File: src/rtl/ahb_fir_fifo.sv
// Circular sample FIFO behind the AHB FIR stage, drained through an AHB-Lite slave port.
// Optional threshold interrupt enabled by `define AHB_FIR_FIFO_IRQ_EN.
package ahb_fir_pkg;
  parameter int OUT_SIZE = 16;
  parameter int AWIDTH   = 32;
  parameter int DWIDTH   = 32;
endpackage

module ahb_fir_fifo #(
  parameter int DEPTH    = 16,
  parameter int OUT_SIZE = ahb_fir_pkg::OUT_SIZE,
  parameter int AWIDTH   = ahb_fir_pkg::AWIDTH,
  parameter int DWIDTH   = ahb_fir_pkg::DWIDTH
) (
  input  logic                       clk,
  input  logic                       rst_n,
  input  logic                       hsel,
  input  logic [AWIDTH-1:0]          haddr,
  input  logic [2:0]                 hsize,
  input  logic                       hwrite,
  input  logic [1:0]                 htrans,
  input  logic [DWIDTH-1:0]          hwdata,
  input  logic                       hready,
  output logic                       hreadyout,
  output logic                       hresp,
  output logic [DWIDTH-1:0]          hrdata,
  input  logic signed [OUT_SIZE-1:0] out_wave,
  input  logic                       write_en
`ifdef AHB_FIR_FIFO_IRQ_EN
  ,
  output logic                       irq
`endif
);

  localparam int PW = $clog2(DEPTH);
  localparam int CW = $clog2(DEPTH + 1);
  localparam logic [1:0] A_DATA   = 2'd0;
  localparam logic [1:0] A_STATUS = 2'd1;
  localparam logic [1:0] A_CTRL   = 2'd2;
  localparam logic [1:0] A_THRESH = 2'd3;

  function automatic logic [DWIDTH-1:0] sext(input logic signed [OUT_SIZE-1:0] s);
    return {{(DWIDTH - OUT_SIZE){s[OUT_SIZE-1]}}, s};
  endfunction

  logic signed [OUT_SIZE-1:0] mem [DEPTH];
  logic [PW-1:0] rd_ptr, wr_ptr;
  logic [CW-1:0] count;
  logic          overflow, underflow;

  logic          hsel_p1, hwrite_p1;
  logic [1:0]    htrans_p1, addr_p1;

  logic acc_p1, rd_done, wr_done, empty, full;
  logic pop_req, pop, push, flush, clr_ovf, clr_udf, ovf_set, udf_set;
  logic [DWIDTH-1:0] status;
  logic unused_ok;

  assign hreadyout = 1'b1;
  assign hresp     = 1'b0;
  assign unused_ok = ^{hsize, haddr, hwdata};

  // Address phase -> data phase registers
  always_ff @(posedge clk) begin
    if (!rst_n) begin
      hsel_p1   <= 1'b0;
      hwrite_p1 <= 1'b0;
      htrans_p1 <= 2'b00;
      addr_p1   <= 2'b00;
    end else if (hready) begin
      hsel_p1   <= hsel;
      hwrite_p1 <= hwrite;
      htrans_p1 <= htrans;
      addr_p1   <= haddr[3:2];
    end
  end

  assign acc_p1  = hsel_p1 & htrans_p1[1];
  assign rd_done = acc_p1 & ~hwrite_p1 & hready;
  assign wr_done = acc_p1 & hwrite_p1 & hready;
  assign empty   = (count == '0);
  assign full    = (count == CW'(DEPTH));

  assign pop_req = rd_done & (addr_p1 == A_DATA);
  assign pop     = pop_req & ~empty;
  assign udf_set = pop_req & empty;
  assign flush   = wr_done & (addr_p1 == A_CTRL) & hwdata[0];
  assign clr_ovf = wr_done & (addr_p1 == A_CTRL) & hwdata[1];
  assign clr_udf = wr_done & (addr_p1 == A_CTRL) & hwdata[2];
  // A pop on the same edge frees the slot, so a push into a full FIFO is still taken.
  assign push    = write_en & (~full | pop) & ~flush;
  assign ovf_set = write_en & full & ~pop & ~flush;

  always_ff @(posedge clk) begin
    if (!rst_n) begin
      rd_ptr    <= '0;
      wr_ptr    <= '0;
      count     <= '0;
      overflow  <= 1'b0;
      underflow <= 1'b0;
    end else begin
      if (flush) begin
        rd_ptr <= '0;
        wr_ptr <= '0;
        count  <= '0;
      end else begin
        if (push) wr_ptr <= wr_ptr + 1'b1;
        if (pop)  rd_ptr <= rd_ptr + 1'b1;
        count <= count + CW'(push) - CW'(pop);
      end
      overflow  <= ovf_set | (overflow & ~clr_ovf);
      underflow <= udf_set | (underflow & ~clr_udf);
    end
  end

  always_ff @(posedge clk) begin
    if (push) mem[wr_ptr] <= out_wave;
  end

`ifdef AHB_FIR_FIFO_IRQ_EN
  logic [7:0] thresh;

  always_ff @(posedge clk) begin
    if (!rst_n) begin
      thresh <= 8'd0;
      irq    <= 1'b0;
    end else begin
      if (wr_done && (addr_p1 == A_THRESH)) thresh <= hwdata[7:0];
      irq <= (8'(count) >= thresh) && (thresh != 8'd0);
    end
  end
`endif

  always_comb begin
    status        = '0;
    status[0]     = empty;
    status[1]     = full;
    status[2]     = overflow;
    status[3]     = underflow;
    status[8 +: CW] = count;
  end

  always_comb begin
    hrdata = '0;
    if (acc_p1 && !hwrite_p1) begin
      case (addr_p1)
        A_DATA:   if (!empty) hrdata = sext(mem[rd_ptr]);
        A_STATUS: hrdata = status;
`ifdef AHB_FIR_FIFO_IRQ_EN
        A_THRESH: hrdata = DWIDTH'(thresh);
`endif
        default:  hrdata = '0;
      endcase
    end
  end

endmodule

File: config.mk
export PLATFORM = sky130hd
export DESIGN_NAME = ahb_fir_fifo
export DESIGN_NICKNAME = d
export VERILOG_FILES = /design/src/rtl/ahb_fir_fifo.sv
export SDC_FILE = /design/constraint.sdc
export NUM_CORES = 1
export LEC_CHECK = 0
export ABC_AREA = 0
export CORE_MARGIN = 2
export CORE_UTILIZATION = 56
export DETAILED_ROUTE_END_ITERATION = 7
export PLACE_DENSITY_LB_ADDON = 0.05
export SYNTH_ARGS = -nofsm -noshare
export SYNTH_HDL_FRONTEND = slang
export SYNTH_SLANG_ARGS = --single-unit
export TNS_END_PERCENT = 5
File: constraint.sdc
create_clock -name clk -period 5.3 [get_ports clk]
set_input_delay 0.53 -clock clk [delete_from_list [all_inputs] [get_ports clk]]
set_output_delay 0.53 -clock clk [all_outputs]
set_load 0.01 [all_outputs]
======== Word level (Yosys, flattened, before mapping) ========
Memories as Yosys holds them, arrays and structs flattened. A register that Yosys moved wholly into a read port is not among the register bits.
Cells that the tools add are included.
storage, ports and cells
  latch bits .............................. 0
  RAM bits ................................ 256
  ROM bits ................................ 0
  output and inout port bits .............. 34
  memories ................................ 1
  register bits ........................... 21
  bits of input ports ..................... 91
  logic and storage cells ................. 59
operators by class
  order comparisons ....................... 0
  equal/unequal tests ..................... 3
  muxes and demuxes ....................... 7
  multiply operators ...................... 0
  div/mod/pow operators ................... 0
  $add $sub $neg .......................... 4
  reductions and logical operators ........ 5
  shift operators ......................... 0
  bitwise operators ....................... 30
memory list
  name  depth  bits a word  read ports  clocked after Yosys merged registers in  write ports  RTL line  source
  mem   16     16           1           1                                        1            46        logic signed [OUT_SIZE-1:0] mem [DEPTH];
operators with widths
  cell                                                             count
  32-bit 2-to-1 mux                                                2
  32-bit case mux with 2 select lines                              1
  1-bit bitwise AND                                                19
  4-bit by 1-bit adder with 4-bit output, second input constant    2
  4-bit 2-to-1 mux                                                 2
  1-bit inverter                                                   8
  5-bit by 1-bit adder with 5-bit output                           1
  5-bit == test, second input constant                             1
  5-bit zero test                                                  1
  5-bit by 1-bit subtractor with 5-bit output                      1
  1-bit OR                                                         3
  2-bit by 1-bit == test with 1-bit output, second input constant  1
  2-bit == test, second input constant                             1
  2-bit zero test                                                  1
  1-bit 2-to-1 mux                                                 2
  2-bit OR reduction                                               1
  1-bit logical AND                                                1
  1-bit zero test                                                  1

======== Longest topological paths before layout ========
  word-level depth ........................ 10
  depth in mapped cells ................... 15
  gate-level depth less buffers ........... 14

======== Worst setup path before layout ========
OpenSTA, ideal clock, no wires.
  kind .................................... register -> output
  start ................................... register with a tool-made name
  end ..................................... output hrdata[16]
  data required time ...................... 4.770 ns
  cell stages (with the launch flop) ...... 6
  buffers on the path ..................... 3
  arrival time ............................ 3.910 ns
  setup slack ............................. 0.860 ns
  cells stage by stage .................... dfxtp_1 clkbuf_1 buf_2 nor2_1 a2111oi_0 buf_4
RTL lines
  item              RTL line  source
  end: declaration  26        output logic [DWIDTH-1:0] hrdata,

==> run metrics <==
Pleak 4.08 nW; total iterations of the first detailed-routing run 5; clk_lat worst skew 540 ps; initial core utilization 56.6%; Nets 763; clock sinks 280; number of max-cap violations 0; Final Hold Fails 0; number of levels in the clock H-tree 1; Max stage delay cell, worst path sky130_fd_sc_hd__dfxtp_4; minimum setup slack among reg-to-reg paths 1750 ps; worst path buffer plus inverter count 2; endpoint class of the critical path output pin; critical path's top delay family flip-flops; DR vias 5818; worst slew margin relative to its limit 21.8%; die outline width 146 um; longest individual stage delay on the worst path 980 ps; remaining routing DRC violations 0; post-layout minimum cycle time 3990 ps; flip-flop and latch count after synthesis 280; setup fix buffers added after clock tree synthesis 0; TritonCTS clock tree done; PostCTS Resize Cnt 0; number of enable flip-flop cells after synthesis 256; Total Wirelength 23.9 mm; final sum of negative setup slack 0 ps; total number of placement rows 52; number of hold-repair buffers added at the cts stage 0; Syn Std Cell Area 0.0114 sq mm; pin slew with the least headroom to its limit 1170 ps; setup slack after placement 1020 ps; unrepaired setup endpoints after global routing no; final cycle utilization of the critical path 75.3%; Max Clock Skew 8.69 ps; number of antenna cells inserted 0; number of antenna violations at the first check in global routing 0; register clock-pin slew on the reported worst setup and hold paths 50 ps; largest net degree at the start of global routing 56; number of instances in the synthesized netlist 592; gr ovfl total 0; power per unit of standard cell area 358 mW/mm^2; via-per-instance ratio 6.12; post-synthesis net count 695; via count of the first global-routing pass 5991; clock tree root driver cell sky130_fd_sc_hd__clkbuf_16; wire length of the first global-routing pass 36.7 mm; wire length per cell 25.1 um; Vert. Die Dim 146 um; Max Slew Vio Count 0; cell breakdown of the critical path buf_4, mux4_2, mux2i_1, nor2_1, a221o_1, clkdlybuf4s50_1; count of pins on the block boundary 125; global-route usage over all layers 23.1%; Iter 0 DRT Violations 569; worst path required time 4770 ps; Syn-to-layout area delta 15.4%; number of antenna-violating nets in the routed design 0; share of layout cells above drive strength 1 21.3%; most used flip-flop cell after synthesis sky130_fd_sc_hd__edfxtp_1; crit path max fanout 55; unique cell type count in the Yosys netlist 52; final-report setup violation count 0; buffers from clock root to sink, at most 3; CTS Buf Count 28; routability-driven placement congestion ratio 0.791; Critical Path Source Type register; critical path start-end classification reg -> out; I/O Buffers 59; highest clock rate 0.251 GHz; path category of the worst min-delay check reg -> reg; arrival time at the worst endpoint 3460 ps; Die ar. 0.0214 sq mm; share of the yosys chip area belonging to registers 71.9%; count of yosys warnings during synthesis 0; mean post-synth cell area 19.2 sq um; Core Region 0.0200 sq mm; post-detailed-placement half-perimeter wirelength 14.0 mm; slack of the critical path 1310 ps; proportion of synthesized flip-flops having asynchronous set or reset 0%; Worst VDD drop 351 uV; run status finished, final reports clean
## synthesized netlist by cell type (6+ instances only)
library cell / number / share of area (%)
sky130_fd_sc_hd__edfxtp_1: 256 / 68
sky130_fd_sc_hd__mux2_2: 8 / 0.79
sky130_fd_sc_hd__nor3_1: 8 / 0.35
sky130_fd_sc_hd__mux4_1: 12 / 2.8
sky130_fd_sc_hd__a211oi_1: 7 / 0.46
sky130_fd_sc_hd__dfxtp_1: 24 / 4.2
sky130_fd_sc_hd__mux4_2: 52 / 10
sky130_fd_sc_hd__a21oi_1: 8 / 0.35
sky130_fd_sc_hd__inv_1: 15 / 0.50
sky130_fd_sc_hd__mux2i_1: 15 / 1.3
sky130_fd_sc_hd__ha_1: 11 / 1.2
sky130_fd_sc_hd__nor2b_1: 8 / 0.44
sky130_fd_sc_hd__nor4_1: 6 / 0.33
sky130_fd_sc_hd__a2111oi_0: 8 / 0.62
sky130_fd_sc_hd__a221o_1: 7 / 0.62
sky130_fd_sc_hd__nor2_1: 40 / 1.3
sky130_fd_sc_hd__buf_2: 10 / 0.44
sky130_fd_sc_hd__buf_4: 21 / 1.4
sky130_fd_sc_hd__clkbuf_1: 8 / 0.26
sky130_fd_sc_hd__nand2_1: 7 / 0.23
sky130_fd_sc_hd__nand3_1: 7 / 0.31
## layer usage
layer  up-vias  wire length [um]  track usage (%)
li1       2533                 -                -
met4         0               568             6.55
met5         -                 0                0
met2       228             11200             36.8
met1      3018             10600             34.0
met3        39              1530             3.44
## logic make-up after synthesis
logic type,Yosys count,synth area share [%]
AND/OR/NAND/NOR,98,4.66
multiplexers,87,15.2
AO/OA/AOI/OAI,46,3.03
other,2,0.0662
adder cells (fa/ha/maj),12,1.39
flip-flops,280,71.9
buffers and inverters,61,3.23
XOR/XNOR,6,0.463
## worst paths after layout
| check | depth (start not counted) | start | end |
|---|---|---|---|
| setup / recovery | 6 | register | hrdata[2] |
| hold reg to reg | 2 | rd_ptr[3]$_SDFFE_PP0N_ | register |
| setup reg to reg | 14 | count[2]$_SDFF_PP0_ | count[4]$_SDFF_PP0_ |
| hold / removal | 2 | rd_ptr[3]$_SDFFE_PP0N_ | register |
## stage by stage
stage | cells | power, W | util (%) | cell area [sq um] | hold slack [ps]
floorplan | 592 | 0.00276 | - | 11400 | 457
global placement | 900 | 0.00288 | 61.1 | 12300 | 504
detailed placement | 900 | 0.00290 | 61.1 | 12300 | 527
CTS | 950 | 0.00472 | 65.3 | 13100 | 538
global route | 950 | 0.00484 | 65.3 | 13100 | 570
finish | 950 | 0.00468 | 65.3 | 13100 | 534
## worst reg2reg max path, cell delays in order (launching register included)
cell                       delay (ps)
sky130_fd_sc_hd__dfxtp_1          370
sky130_fd_sc_hd__inv_1            110
sky130_fd_sc_hd__ha_1             190
sky130_fd_sc_hd__nor4bb_1         380
sky130_fd_sc_hd__o21a_1           310
sky130_fd_sc_hd__nor2_1           120
sky130_fd_sc_hd__inv_2            380
sky130_fd_sc_hd__ha_1             210
sky130_fd_sc_hd__inv_1             40
sky130_fd_sc_hd__ha_1             200
sky130_fd_sc_hd__fa_1             440
sky130_fd_sc_hd__a21oi_1          160
sky130_fd_sc_hd__nor2_1            70
sky130_fd_sc_hd__or3_1            340
sky130_fd_sc_hd__a21oi_1          150
## area by class of cell
cell class              instances  area, sq um
repair buffers                 83          771
fillers                      1423         6940
inverters                      16         60.1
multi-input cells             251         2910
flip-flops and latches        280         8180
clock buffers                  39          763
clock inverters                11         81.3
well taps                     270          338
## cells in the final DEF (no fill, tap or decap), drive strengths merged, types with 2 or more instances in the layout
cell / instances
dfxtp: 24
clkinvlp: 3
inv: 16
mux4: 64
nand2: 7
nand4: 2
clkinv: 7
nand3: 7
nor4bb: 2
clkdlybuf4s50: 59
clkbuf: 39
nor4: 7
ha: 11
edfxtp: 256
conb: 2
o31ai: 5
nor2: 40
buf: 24
a21oi: 8
a2111oi: 8
a221o: 7
and2: 3
mux2: 8
a211oi: 7
nor4b: 5
xnor2: 5
or4: 2
mux2i: 15
nor3: 8
o21ai: 4
nor2b: 8
## state kept, by name, summed over array words and instances, names as in the netlist, named ones only
name / cells
hwrite_p1: 1
rd_ptr: 4
htrans_p1: 1
count: 5
wr_ptr: 4
underflow: 1
mem: 256
hsel_p1: 1
overflow: 1
addr_p1: 2
## where the power goes
group	switching, W	internal [W]	total, W	leakage [nW]
clock	0.000779	0.00105	0.00183	0.404
combinational	0.000192	0.000150	0.000342	1.17
sequential	0.0000406	0.00248	0.00252	2.51
No activity file was read; power rests on OpenSTA's default activity.
